[src/rtl/gbt_pkg.sv]
`default_nettype none
// ============================================================================
// gbt_pkg : shared types and constants for the GBTx return-link controller
// Rev 1.0 : initial release
// ============================================================================
package gbt_pkg;

  localparam int unsigned DATA_W     = 16;
  localparam int unsigned LOSS_CNT_W = 8;
  localparam logic [DATA_W-1:0] IDLE_WORD_DEF = 16'hBC5C;

  typedef enum logic [2:0] {
    ST_IDLE      = 3'd0,
    ST_WAIT_LOCK = 3'd1,
    ST_TRAIN     = 3'd2,
    ST_RUN       = 3'd3,
    ST_LOST      = 3'd4
  } gbt_state_e;

  function automatic logic [LOSS_CNT_W-1:0] sat_inc(input logic [LOSS_CNT_W-1:0] v);
    return (v == '1) ? v : v + LOSS_CNT_W'(1);
  endfunction

endpackage
`default_nettype wire

[src/rtl/gbt_lock_sync.sv]
`default_nettype none
// ============================================================================
// gbt_lock_sync : two-flop RXRDY/RXDATAVALID synchronizer plus lock qualifier
// Rev 1.0 : initial release
// ============================================================================
module gbt_lock_sync #(
  parameter int unsigned LOCK_CYCLES = 1024
) (
  input  logic clk,
  input  logic rst_n,
  input  logic rxrdy_a,
  input  logic rxdv_a,
  input  logic cnt_en,
  output logic lock_raw,
  output logic lock_qual
);

  localparam int unsigned CNT_W = $clog2(LOCK_CYCLES);
  localparam logic [CNT_W-1:0] CNT_LAST = CNT_W'(LOCK_CYCLES - 1);

  logic [1:0]       rxrdy_q, rxrdy_d;
  logic [1:0]       rxdv_q, rxdv_d;
  logic [CNT_W-1:0] cnt_q, cnt_d;

  always_comb begin
    rxrdy_d   = {rxrdy_q[0], rxrdy_a};
    rxdv_d    = {rxdv_q[0], rxdv_a};
    lock_raw  = rxrdy_q[1] && rxdv_q[1];
    lock_qual = cnt_en && lock_raw && (cnt_q == CNT_LAST);
    // Any gap in lock, or leaving the counting state, restarts qualification
    cnt_d     = (cnt_en && lock_raw) ? cnt_q + CNT_W'(1) : '0;
  end

  always_ff @(posedge clk) begin
    if (!rst_n) begin
      rxrdy_q <= '0;
      rxdv_q  <= '0;
      cnt_q   <= '0;
    end else begin
      rxrdy_q <= rxrdy_d;
      rxdv_q  <= rxdv_d;
      cnt_q   <= cnt_d;
    end
  end

endmodule
`default_nettype wire

[src/rtl/gbt_link_ctrl.sv]
`default_nettype none
// ============================================================================
// gbt_link_ctrl : GBTx return-link bring-up FSM and DAQ/test-pattern arbiter
// Rev 1.0 : initial release
// ============================================================================
module gbt_link_ctrl
  import gbt_pkg::*;
#(
  parameter int unsigned       LOCK_CYCLES  = 1024,
  parameter int unsigned       TRAIN_FRAMES = 16,
  parameter logic [DATA_W-1:0] IDLE_WORD    = IDLE_WORD_DEF
) (
  input  logic                  CLK,
  input  logic                  RST_N,
  input  logic                  GBT_RXRDY,
  input  logic                  GBT_RXDATAVALID,
  input  logic                  LINK_ENA,
  input  logic                  TEST_REQ,
  input  logic [DATA_W-1:0]     DAQ_DATA,
  input  logic                  DAQ_VALID,
  output logic                  DAQ_READY,
  output logic [DATA_W-1:0]     GBT_DATA_OUT,
  output logic                  GBT_ENA_TEST,
  output logic                  LINK_UP,
  output logic                  TEST_ACTIVE,
  output logic [LOSS_CNT_W-1:0] LOSS_CNT,
  output logic [2:0]            STATE
);

  localparam int unsigned TRAIN_W = $clog2(TRAIN_FRAMES + 1);
  localparam logic [TRAIN_W-1:0] TRAIN_LAST = TRAIN_W'(TRAIN_FRAMES - 1);

  gbt_state_e            state_q, state_d;
  logic [TRAIN_W-1:0]    train_cnt_q, train_cnt_d;
  logic [DATA_W-1:0]     pat_q, pat_d;
  logic                  grant_q, grant_d;
  logic [DATA_W-1:0]     data_q, data_d;
  logic                  ena_test_q, ena_test_d;
  logic                  link_up_q, link_up_d;
  logic                  test_active_q, test_active_d;
  logic [LOSS_CNT_W-1:0] loss_q, loss_d;

  logic                  cnt_en;
  logic                  lock_raw;
  logic                  lock_qual;
  logic                  stay_run;
  logic                  daq_ready;
  logic [DATA_W-1:0]     pat_cur;

  gbt_lock_sync #(
    .LOCK_CYCLES (LOCK_CYCLES)
  ) u_lock_sync (
    .clk       (CLK),
    .rst_n     (RST_N),
    .rxrdy_a   (GBT_RXRDY),
    .rxdv_a    (GBT_RXDATAVALID),
    .cnt_en    (cnt_en),
    .lock_raw  (lock_raw),
    .lock_qual (lock_qual)
  );

  assign cnt_en = (state_q == ST_WAIT_LOCK);

  always_comb begin
    state_d = state_q;
    case (state_q)
      ST_IDLE:      state_d = ST_WAIT_LOCK;
      ST_WAIT_LOCK: if (lock_qual) state_d = ST_TRAIN;
      ST_TRAIN: begin
        if (!lock_raw)                       state_d = ST_LOST;
        else if (train_cnt_q == TRAIN_LAST) state_d = ST_RUN;
      end
      ST_RUN:       if (!lock_raw) state_d = ST_LOST;
      ST_LOST:      state_d = ST_WAIT_LOCK;
      default:      state_d = ST_IDLE;
    endcase
    // Disabling the link wins over everything, including lock loss
    if (!LINK_ENA) state_d = ST_IDLE;
  end

  always_comb begin
    train_cnt_d = '0;
    if (state_q == ST_TRAIN && state_d == ST_TRAIN) train_cnt_d = train_cnt_q + TRAIN_W'(1);

    stay_run  = (state_q == ST_RUN) && (state_d == ST_RUN);
    daq_ready = (state_q == ST_RUN) && !grant_q;
    // Grant waits for an idle DAQ cycle, then holds while TEST_REQ stays high
    grant_d   = stay_run && TEST_REQ && (grant_q || !DAQ_VALID);
    pat_cur   = grant_q ? pat_q : '0;
    pat_d     = grant_d ? pat_cur + DATA_W'(1) : '0;

    data_d = '0;
    case (state_d)
      ST_TRAIN: data_d = IDLE_WORD;
      ST_RUN: begin
        if (grant_d)                     data_d = pat_cur;
        else if (daq_ready && DAQ_VALID) data_d = DAQ_DATA;
        else                             data_d = IDLE_WORD;
      end
      default:  data_d = '0;
    endcase

    ena_test_d    = (state_d == ST_TRAIN) || (state_d == ST_RUN);
    link_up_d     = (state_d == ST_RUN);
    test_active_d = grant_d;
    loss_d        = (state_d == ST_LOST) ? sat_inc(loss_q) : loss_q;
  end

  always_ff @(posedge CLK) begin
    if (!RST_N) begin
      state_q       <= ST_IDLE;
      train_cnt_q   <= '0;
      pat_q         <= '0;
      grant_q       <= 1'b0;
      data_q        <= '0;
      ena_test_q    <= 1'b0;
      link_up_q     <= 1'b0;
      test_active_q <= 1'b0;
      loss_q        <= '0;
    end else begin
      state_q       <= state_d;
      train_cnt_q   <= train_cnt_d;
      pat_q         <= pat_d;
      grant_q       <= grant_d;
      data_q        <= data_d;
      ena_test_q    <= ena_test_d;
      link_up_q     <= link_up_d;
      test_active_q <= test_active_d;
      loss_q        <= loss_d;
    end
  end

  assign DAQ_READY    = daq_ready;
  assign GBT_DATA_OUT = data_q;
  assign GBT_ENA_TEST = ena_test_q;
  assign LINK_UP      = link_up_q;
  assign TEST_ACTIVE  = test_active_q;
  assign LOSS_CNT     = loss_q;
  assign STATE        = state_q;

endmodule
`default_nettype wire

[config.mk]
export PLATFORM = sky130hd
export DESIGN_NAME = gbt_link_ctrl
export DESIGN_NICKNAME = d
export VERILOG_FILES = /design/src/rtl/gbt_pkg.sv /design/src/rtl/gbt_lock_sync.sv /design/src/rtl/gbt_link_ctrl.sv
export SDC_FILE = /design/constraint.sdc
export NUM_CORES = 1
export LEC_CHECK = 0
export ABC_AREA = 1
export BUFFER_PORTS_ARGS = -buffer_cell sky130_fd_sc_hd__buf_2
export CORE_ASPECT_RATIO = 1.4
export CORE_MARGIN = 4
export CORE_UTILIZATION = 35
export CTS_CLUSTER_SIZE = 16
export DETAILED_ROUTE_END_ITERATION = 10
export GPL_ROUTABILITY_DRIVEN = 1
export SYNTH_ARGS = -nofsm -noshare
export SYNTH_HDL_FRONTEND = slang
export SYNTH_HIERARCHICAL = 1
export SYNTH_SLANG_ARGS = --single-unit
[constraint.sdc]
create_clock -name CLK -period 5 [get_ports CLK]
set_input_delay 0.25 -clock CLK [delete_from_list [all_inputs] [get_ports CLK]]
set_output_delay 0.25 -clock CLK [all_outputs]
set_load 0.05 [all_outputs]
# [After elaboration in Yosys (flattened, before gate mapping)]
# Index checks and enable logic that the tools add are counted.
[totals] ff_bits=65 latch_bits=0 mem_count=0 output_inout_bits=31 ramBits=0 rom_bits=0 in_bits=23 word_cells=55
[classes] muxes=10 multipliers=0 add_sub_neg=4 bitwise=1 n_div=0 n_reduce_logical=19 shifts=0 eq_ne=10 magnitude_cmp=0
[op_table] cell="$mux 16" count=3
[op_table] cell="$pmux 16 s2" count=1
[op_table] cell="$add 16x1->16 const B" count=1
[op_table] cell="$mux 3" count=5
[op_table] cell="$eq 3x2->1 const B" count=4
[op_table] cell="$pmux 3 s4" count=1
[op_table] cell="$add 10x1->10 const B" count=1
[op_table] cell="$eq 10x10->1 const B" count=1
[op_table] cell="$logic_and 1x1->1" count=9
[op_table] cell="$add 8x1->8 const B" count=1
[op_table] cell="$eq 8x8->1 const B" count=1
[op_table] cell="$reduce_and 2->1" count=4
[op_table] cell="$eq 3x3->1 const B" count=2
[op_table] cell="$add 5x1->5 const B" count=1
[op_table] cell="$eq 5x4->1 const B" count=1
[op_table] cell="$eq 3x1->1 const B" count=1
[op_table] cell="$logic_not 3->1" count=1
[op_table] cell="$logic_not 1->1" count=2
[op_table] cell="$logic_or 1x1->1" count=2
[op_table] cell="$reduce_or 2->1" count=1
[op_table] cell="$not 1->1" count=1

# [Depth between registers and ports, before layout]
# Gate-level depths: netlist (run 1).
[logic_depth] ltp_word=12 mapped_depth=14 ltp_nobuf=13

# [By module]
# Netlist (run 1), hierarchy kept.
[modules_own_cells] mod="gbt_link_ctrl" seq_area_each_um2=1021.0 area_each_um2=2482.4 cells_each=337 instances=1
[modules_own_cells] mod="gbt_lock_sync" seq_area_each_um2=280.3 area_each_um2=566.8 cells_each=75 instances=1

# [Worst setup path before layout (run 1)]
# No wires, ideal clock.
[synth_path] path_kind="flip-flop to output port" from="register, netlist name TEST_ACTIVE" to="output DAQ_READY" path_stages_with_launch=4 slack_ns=2.795 arrival_ns=1.955 t_required_ns=4.750 n_path_buf=2 path_cell_list="dfxtp_1 > buf_4 > buf_4 > nor3_1"
[synth_rtl] item="end: declaration" line="gbt_link_ctrl.sv:21" source="output logic DAQ_READY,"

# [Worst setup path after layout (run 1)]
[layout_path] from="register u_lock_sync.cnt_q[0]" to="register train_cnt_q[0]"
[layout_via] elab_chain_cells=8
[layout_lines] item="start: declaration" line="gbt_lock_sync.sv:23" source="logic [CNT_W-1:0] cnt_q, cnt_d;"
[layout_lines] item="start signal: assignment" line="gbt_lock_sync.sv:42" source="cnt_q <= cnt_d;"
[layout_lines] item="$eq 10x10->1" line="gbt_lock_sync.sv:29" source="lock_qual = cnt_en && lock_raw && (cnt_q == CNT_LAST);"
[layout_lines] item="$logic_and 1x1->1" line="gbt_lock_sync.sv:29"
[layout_lines] item="via lock_qual" line="gbt_link_ctrl.sv:45" source="logic lock_qual;"
[layout_lines] item="$mux 3" line="gbt_link_ctrl.sv:68" source="ST_WAIT_LOCK: if (lock_qual) state_d = ST_TRAIN;"
[layout_lines] item="$pmux 3 s4" line="gbt_link_ctrl.sv:66" source="case (state_q)"
[layout_lines] item="$mux 3" line="gbt_link_ctrl.sv:78" source="if (!LINK_ENA) state_d = ST_IDLE;"
[layout_lines] item="$eq 3x2->1" line="gbt_link_ctrl.sv:83" source="if (state_q == ST_TRAIN && state_d == ST_TRAIN) train_cnt_d = train_cnt_q + TRAIN_W'(1);"
[layout_lines] item="$logic_and 1x1->1" line="gbt_link_ctrl.sv:83"
[layout_lines] item="$reduce_and 2->1 (no line)"
[layout_lines] item="end signal: assignment" line="gbt_link_ctrl.sv:122" source="train_cnt_q <= train_cnt_d;"
[layout_lines] item="end: declaration" line="gbt_link_ctrl.sv:34" source="logic [TRAIN_W-1:0] train_cnt_q, train_cnt_d;"
# The timed path passes the listed nets, and every way through them passes these cells.
# A chain may end at the register's enable or synchronous reset.

==> impl_metrics.ini, run 1 <==
[place]
port-buffer-count = 53
hpwlAfterDp_um = 5440
globalplace.congestion = 0.908
placed_area_um2 = 3380

[cells_and_area]
antennaDiodeCount = 0
postLayoutCellArea_um2 = 3700
num-nets-final = 497
drive_above_1_share = 0.217
final_core_util = 0.432
n_fill_cell = 865
areaGrowthSynthToFinish_pct = 21.3
ff_latch_area_um2 = 1300
multi_input_area_um2 = 1470

[outcome]
status = completed

[cts]
cts_tree = yes
ctsResizeCount = 0
clkTransAtPathRegs_ns = 0.06
cts.sinks = 65
cts_buffers = 9
clk_latency_ns = 0.33
root_buffer = clkbuf_16
cts_hold_buf = 0
cts_setup_buffers = 0
htreeDepth = 3
cts_max_path_buffers = 2

[sta]
skew_ns = 0.00872
fin_setup_tns_ns = 0
timing.final.crit_share = 0.449
rsz0062_at_grt = false
hold_violations = 0
slew_violations = 0
slew_headroom = 0.512
max_slew.worst_pin.slew_ns = 0.731
setup_viol = 0
fin_crit_ns = 2.25
max_freq_mhz = 445

[run]
drv_cap = 0

[worst_setup_path]
cp.required_ns = 5.26
path_max_fanout = 11
rr_worst_depth = 11
startpoint_type = flop
critPathKind = reg2reg
crit_path_end_kind = flop
arrival_ns = 2.51

[power_and_ir_drop]
vdd_drop_max_mv = 0.172
power_density_nw_per_um2 = 322
power_leakage_nw = 1.75

[drt]
met3_length_um = 242
drc_errors = 0
route.vias.total = 2700
wl_met1_um = 2730
routedWlPerCell_um = 12.2
top_layer = met4
detailroute.wirelength.met2_um = 3980
drtIter0Drc = 112
drt-total-wl_um = 7080
dr.pass1.iters = 4
viasPerCell = 4.66
ant_nets = 0

[die]
chipHeight_um = 118
core_area_um2 = 8560
rows = 40
ioPinCount = 54
dieArea_um2 = 10300
die-width_um = 86.9
start_util = 0.356

[logic_synthesis]
ys_seq_area_frac = 0.427
avgSynthCellArea_um2 = 7.40
yosys_register_bits = 65
ys_async_sr_fraction = 0
yosys.area.top_type = dfxtp_1
syn-cell-area_um2 = 3050
synth-edff-count = 0
netlist.area_leader.share = 0.427
synth.top_cells.by_count = nand2_1 (100), dfxtp_1 (65), nor2_1 (57)
synthCells = 412
synth_ff_type = dfxtp_1
syn_nets = 440
synthTopCellsByArea = dfxtp_1 (43%), nand2_1 (12%), nor2_1 (7.0%)
ys_warn_count = 6
synth_cell_types = 34
yosys.cell_count.top_type = nand2_1

[global_routing]
grt_overflow = 0
grt_use_total = 0.148
grt_first_pass_wirelength_um = 12100
antenna_found_initial = 0
grt_pass1_vias = 2680
grt_start_max_net_pins = 22

[min_path]
hold_class = in2reg
holdPathStages = 3
==> cell families after synthesis <==
kind of cell,Yosys count,synth area share
DFF,65,0.427
adders and majority gates,5,0.0205
and+or+nand+nor,222,0.347
buffers and inverters,66,0.0927
xor gates and xnor gates,9,0.0259
AOI/OAI and AO/OA,45,0.0870
==> per-layer routing <==
metal | vias up | track usage
met5 | - | 0
met4 | 0 | 0.0673
met3 | 11 | 0.0363
met2 | 32 | 0.269
met1 | 1240 | 0.157
li1 | 1417 | -
==> worst paths after layout <==
kind                               start                     end  slack (ns)
setup / recovery    u_lock_sync/cnt_q[0]          train_cnt_q[0]        2.75
hold / removal           GBT_RXDATAVALID   u_lock_sync/rxdv_q[0]        0.11
setup reg to reg    u_lock_sync/cnt_q[0]          train_cnt_q[0]        2.75
hold reg to reg   u_lock_sync/rxrdy_q[0]  u_lock_sync/rxrdy_q[1]        0.42
==> power by group <==
| part | switching (mW) | leakage (nW) | internal (mW) | total (mW) |
|---|---|---|---|---|
| logic | 0.0163 | 1.07 | 0.00900 | 0.0253 |
| clock network | 0.229 | 0.148 | 0.415 | 0.644 |
| registers | 0.000896 | 0.524 | 0.520 | 0.521 |
| total | 0.246 | 1.75 | 0.944 | 1.19 |
==> stage by stage <==
stage | worst slack, ns | instances | hold slack, ns | power, mW
2_1_floorplan | 2.80 | 412 | 0.343 | 0.545
3_3_place_gp | 2.82 | 563 | 0.397 | 0.558
3_5_place_dp | 2.73 | 563 | 0.402 | 0.558
4_1_cts | 2.69 | 579 | 0.104 | 1.20
5_1_grt | 2.31 | 579 | 0.133 | 1.23
6_report | 2.75 | 579 | 0.111 | 1.19
==> critical path: stages (launching register included) <==
cell	delay, ns
dfxtp_1	0.37
ha_1	0.22
nand3_2	0.13
nor2_1	0.11
nand2_1	0.07
nor2_1	0.12
nand4_1	0.18
nand2_1	0.10
nand3_1	0.33
nor2_1	0.25
nand3_1	0.18
nor2_1	0.12
==> sequential cells by signal, indices dropped and copies added, names as in the netlist <==
signal and count:
u_lock_sync/rxrdy_q 2, GBT_DATA_OUT 16, LOSS_CNT 8, u_lock_sync/cnt_q 10, TEST_ACTIVE 1, LINK_UP 1
u_lock_sync/rxdv_q 2, pat_q 16, train_cnt_q 5, STATE 3, GBT_ENA_TEST 1
==> layout by cell type, fill, tap and decap left out, drive strengths merged, types with 2 or more instances in the layout <==
cell,n
inv,60
clkbuf,11
nand2,104
xor2,7
dfxtp,65
ha,5
o22ai,4
xnor2,2
buf,53
clkinvlp,2
a21oi,28
nor3,8
o21ai,11
nor2,69
nand4,11
nand3,27
==> area by class of cell <==
cell class	instances	area share
Clock buffer	11	0.0683
Clock inverter	5	0.0169
Inverter	59	0.0599
Multi-Input combinational cell	281	0.396
Sequential cell	65	0.352
Tap cell	105	0.0355
Timing Repair Buffer	53	0.0717
Note: power is estimated with default switching activity, not from simulation.
==> run 2, diff against run 1 <==
--- a/config.mk
+++ b/config.mk
@@ -5,7 +5,7 @@
 export SDC_FILE = /design/constraint.sdc
 export NUM_CORES = 1
 export LEC_CHECK = 0
-export ABC_AREA = 1
+export ABC_AREA = 0
 export BUFFER_PORTS_ARGS = -buffer_cell sky130_fd_sc_hd__buf_2
 export CORE_ASPECT_RATIO = 1.4
 export CORE_MARGIN = 4
==> constraint.sdc (replaced) <==
create_clock -name CLK -period 2.19 [get_ports CLK]
set_input_delay 0.1095 -clock CLK [delete_from_list [all_inputs] [get_ports CLK]]
set_output_delay 0.1095 -clock CLK [all_outputs]
set_load 0.05 [all_outputs]
==> impl_metrics.ini, run 2 <==
[cells_and_area]
layout_commonest_cell = dfxtp_1
n_fill_cell = 740
drive_above_1_share = 0.252
areaGrowthSynthToFinish_pct = 24.8
num-nets-final = 392
mostFrequentLayoutCells = dfxtp_1 (62), buf_2 (53), nor2_1 (37)
antennaDiodeCount = 0
final_core_util = 0.449

[worst_setup_path]
reg2reg_slack_ns = 0.17
critPathKind = reg2reg
path_max_fanout = 5
startpoint_type = flop
arrival_ns = 2.29
rr_worst_depth = 7
r2r_start = u_lock_sync/cnt_q[0]
cp.required_ns = 2.46
crit_start = u_lock_sync/cnt_q[0]
r2r_end = train_cnt_q[3]
crit_path_end_kind = flop

[cts]
cts_tree = yes
clk_latency_ns = 0.34
htreeDepth = 3
cts.sinks = 65
clkTransAtPathRegs_ns = 0.07
root_buffer = clkbuf_8
cts_buffers = 9
cts_max_path_buffers = 2

[logic_synthesis]
yosys.cell_count.top_type = dfxtp_1
synth_top_family_by_area = simple AND/OR/NAND/NOR gates
syn_nets = 322
ys_seq_area_frac = 0.491
synth_simple_gate_area_frac = 0.269
synth_cell_types = 44
ys_async_sr_fraction = 0
synth_mux_area_frac = 0.00755
synth_adder_area_share = 0.0236
netlist.area_leader.share = 0.491
synthCells = 294
synth.top_cells.by_count = dfxtp_1 (65), nor2_1 (37), nand2_1 (22)
syn-cell-area_um2 = 2650
avgSynthCellArea_um2 = 9.01
synth-xor-area-share = 0.0694
yosys.area.top_type = dfxtp_1
synth_ff_type = dfxtp_1
ys_warn_count = 6
synth_compound_gate_area_share = 0.113
synth-edff-count = 0
synthTopCellsByArea = dfxtp_1 (49%), nor2_1 (5.2%), xor2_1 (4.0%)
yosys_register_bits = 65

[die]
die-width_um = 81.5
ioPinCount = 54
start_util = 0.360
core_area_um2 = 7360
rows = 37
chipHeight_um = 111
dieArea_um2 = 9050

[sta]
skew_ns = 0.00831
whs_ns = 0.0250
slew_headroom = 0.596
slew_violations = 0
rsz0062_at_grt = false
max_slew.worst_pin.slew_ns = 0.600
fin_crit_ns = 2.02
fin_setup_tns_ns = 0
hold_violations = 0
max_freq_mhz = 496
timing.final.crit_share = 0.920
setup_viol = 0

[min_path]
holdPathStages = 3
hold_start = DAQ_DATA[5]
hold_class = in2reg
min_to = GBT_DATA_OUT[5]

[global_routing]
grt_use_total = 0.148
grt_pass1_vias = 2233
grt_overflow = 0
grt_first_pass_wirelength_um = 10300
grt_start_max_net_pins = 12
antenna_found_initial = 0

[power_and_ir_drop]
power_mw = 2.12
vdd_drop_max_mv = 0.281
power_density_nw_per_um2 = 642
power_leakage_nw = 1.33

[drt]
ant_nets = 0
dr.pass1.iters = 4
drtIter0Drc = 117
drt-total-wl_um = 6050
routedWlPerCell_um = 13.0
drc_errors = 0
route.vias.total = 2290
viasPerCell = 4.91

[outcome]
status = completed

[place]
hpwlAfterDp_um = 4630
port-buffer-count = 53
globalplace.congestion = 0.815

[run]
drv_cap = 0
[run 2: report_power, final]
group          internal, mW  leakage (nW)  switching (mW)
sequential             1.19         0.526         0.00254
clock                 0.467        0.0932           0.421
combinational        0.0235         0.710          0.0242
[run 2: cells by family (layout without fill, tap and decap cells)]
logic type      after synthesis  count (layout)
compound gates               48              48
flops                        65              65
xor+xnor                     21              21
fa+ha+maj                     5               5
mux                           2               2
simple gates                135             135
buf+inv                      18              93
[run 2: critical path, stage by stage, from the launching register on]
cell and delay, ns:
dfxtp_1 0.37, ha_2 0.22, nand4_1 0.16, nor3_2 0.16, nand3b_1 0.10, a211o_1 0.31
or4_4 0.53, nor2_1 0.12
[run 2: timing repair]
item,4_1_cts,5_1_grt
hold buffers,2,0
buffers inserted,0,0
endpoints found under the setup margin,0,31
gates resized for setup,0,5
endpoints found under the hold margin,2,0
[run 2: worst max-delay path by stage]
stage                     endpoint  slack, ns  cells after the start
finish              train_cnt_q[3]       0.17                      7
global route        train_cnt_q[3]       0.03                      7
CTS                 train_cnt_q[3]       0.02                      7
detailed placement  train_cnt_q[3]       0.05                      7
global placement    train_cnt_q[2]       0.12                      7
floorplan           train_cnt_q[2]       0.03                      7
[run 2: per-layer routing]
layer,vias up,routed length (um),GRT usage
met5,-,0,0
met1,1041,2540,0.165
met3,20,265,0.0431
li1,1178,-,-
met4,0,280,0.112
met2,51,2960,0.232
[run 2: layout make-up]
cell class | instances | area (um^2) | area share
multi-input combinational | 211 | 1300 | 0.394
clock buffer | 13 | 159 | 0.0481
sequential | 65 | 1310 | 0.395
tap | 97 | 121 | 0.0367
timing repair buffer | 64 | 353 | 0.107
clock inverter | 3 | 15.0 | 0.00454
inverter | 13 | 48.8 | 0.0148
[run 2: per-stage QoR]
stage | worst slack, ns | instances | area [um^2]
after floorplan | 0.0285 | 294 | 2660
after global placement | 0.118 | 448 | 3100
after detailed placement | 0.0487 | 448 | 3100
after CTS | 0.0238 | 466 | 3290
after global routing | 0.0292 | 466 | 3310
final | 0.174 | 466 | 3310
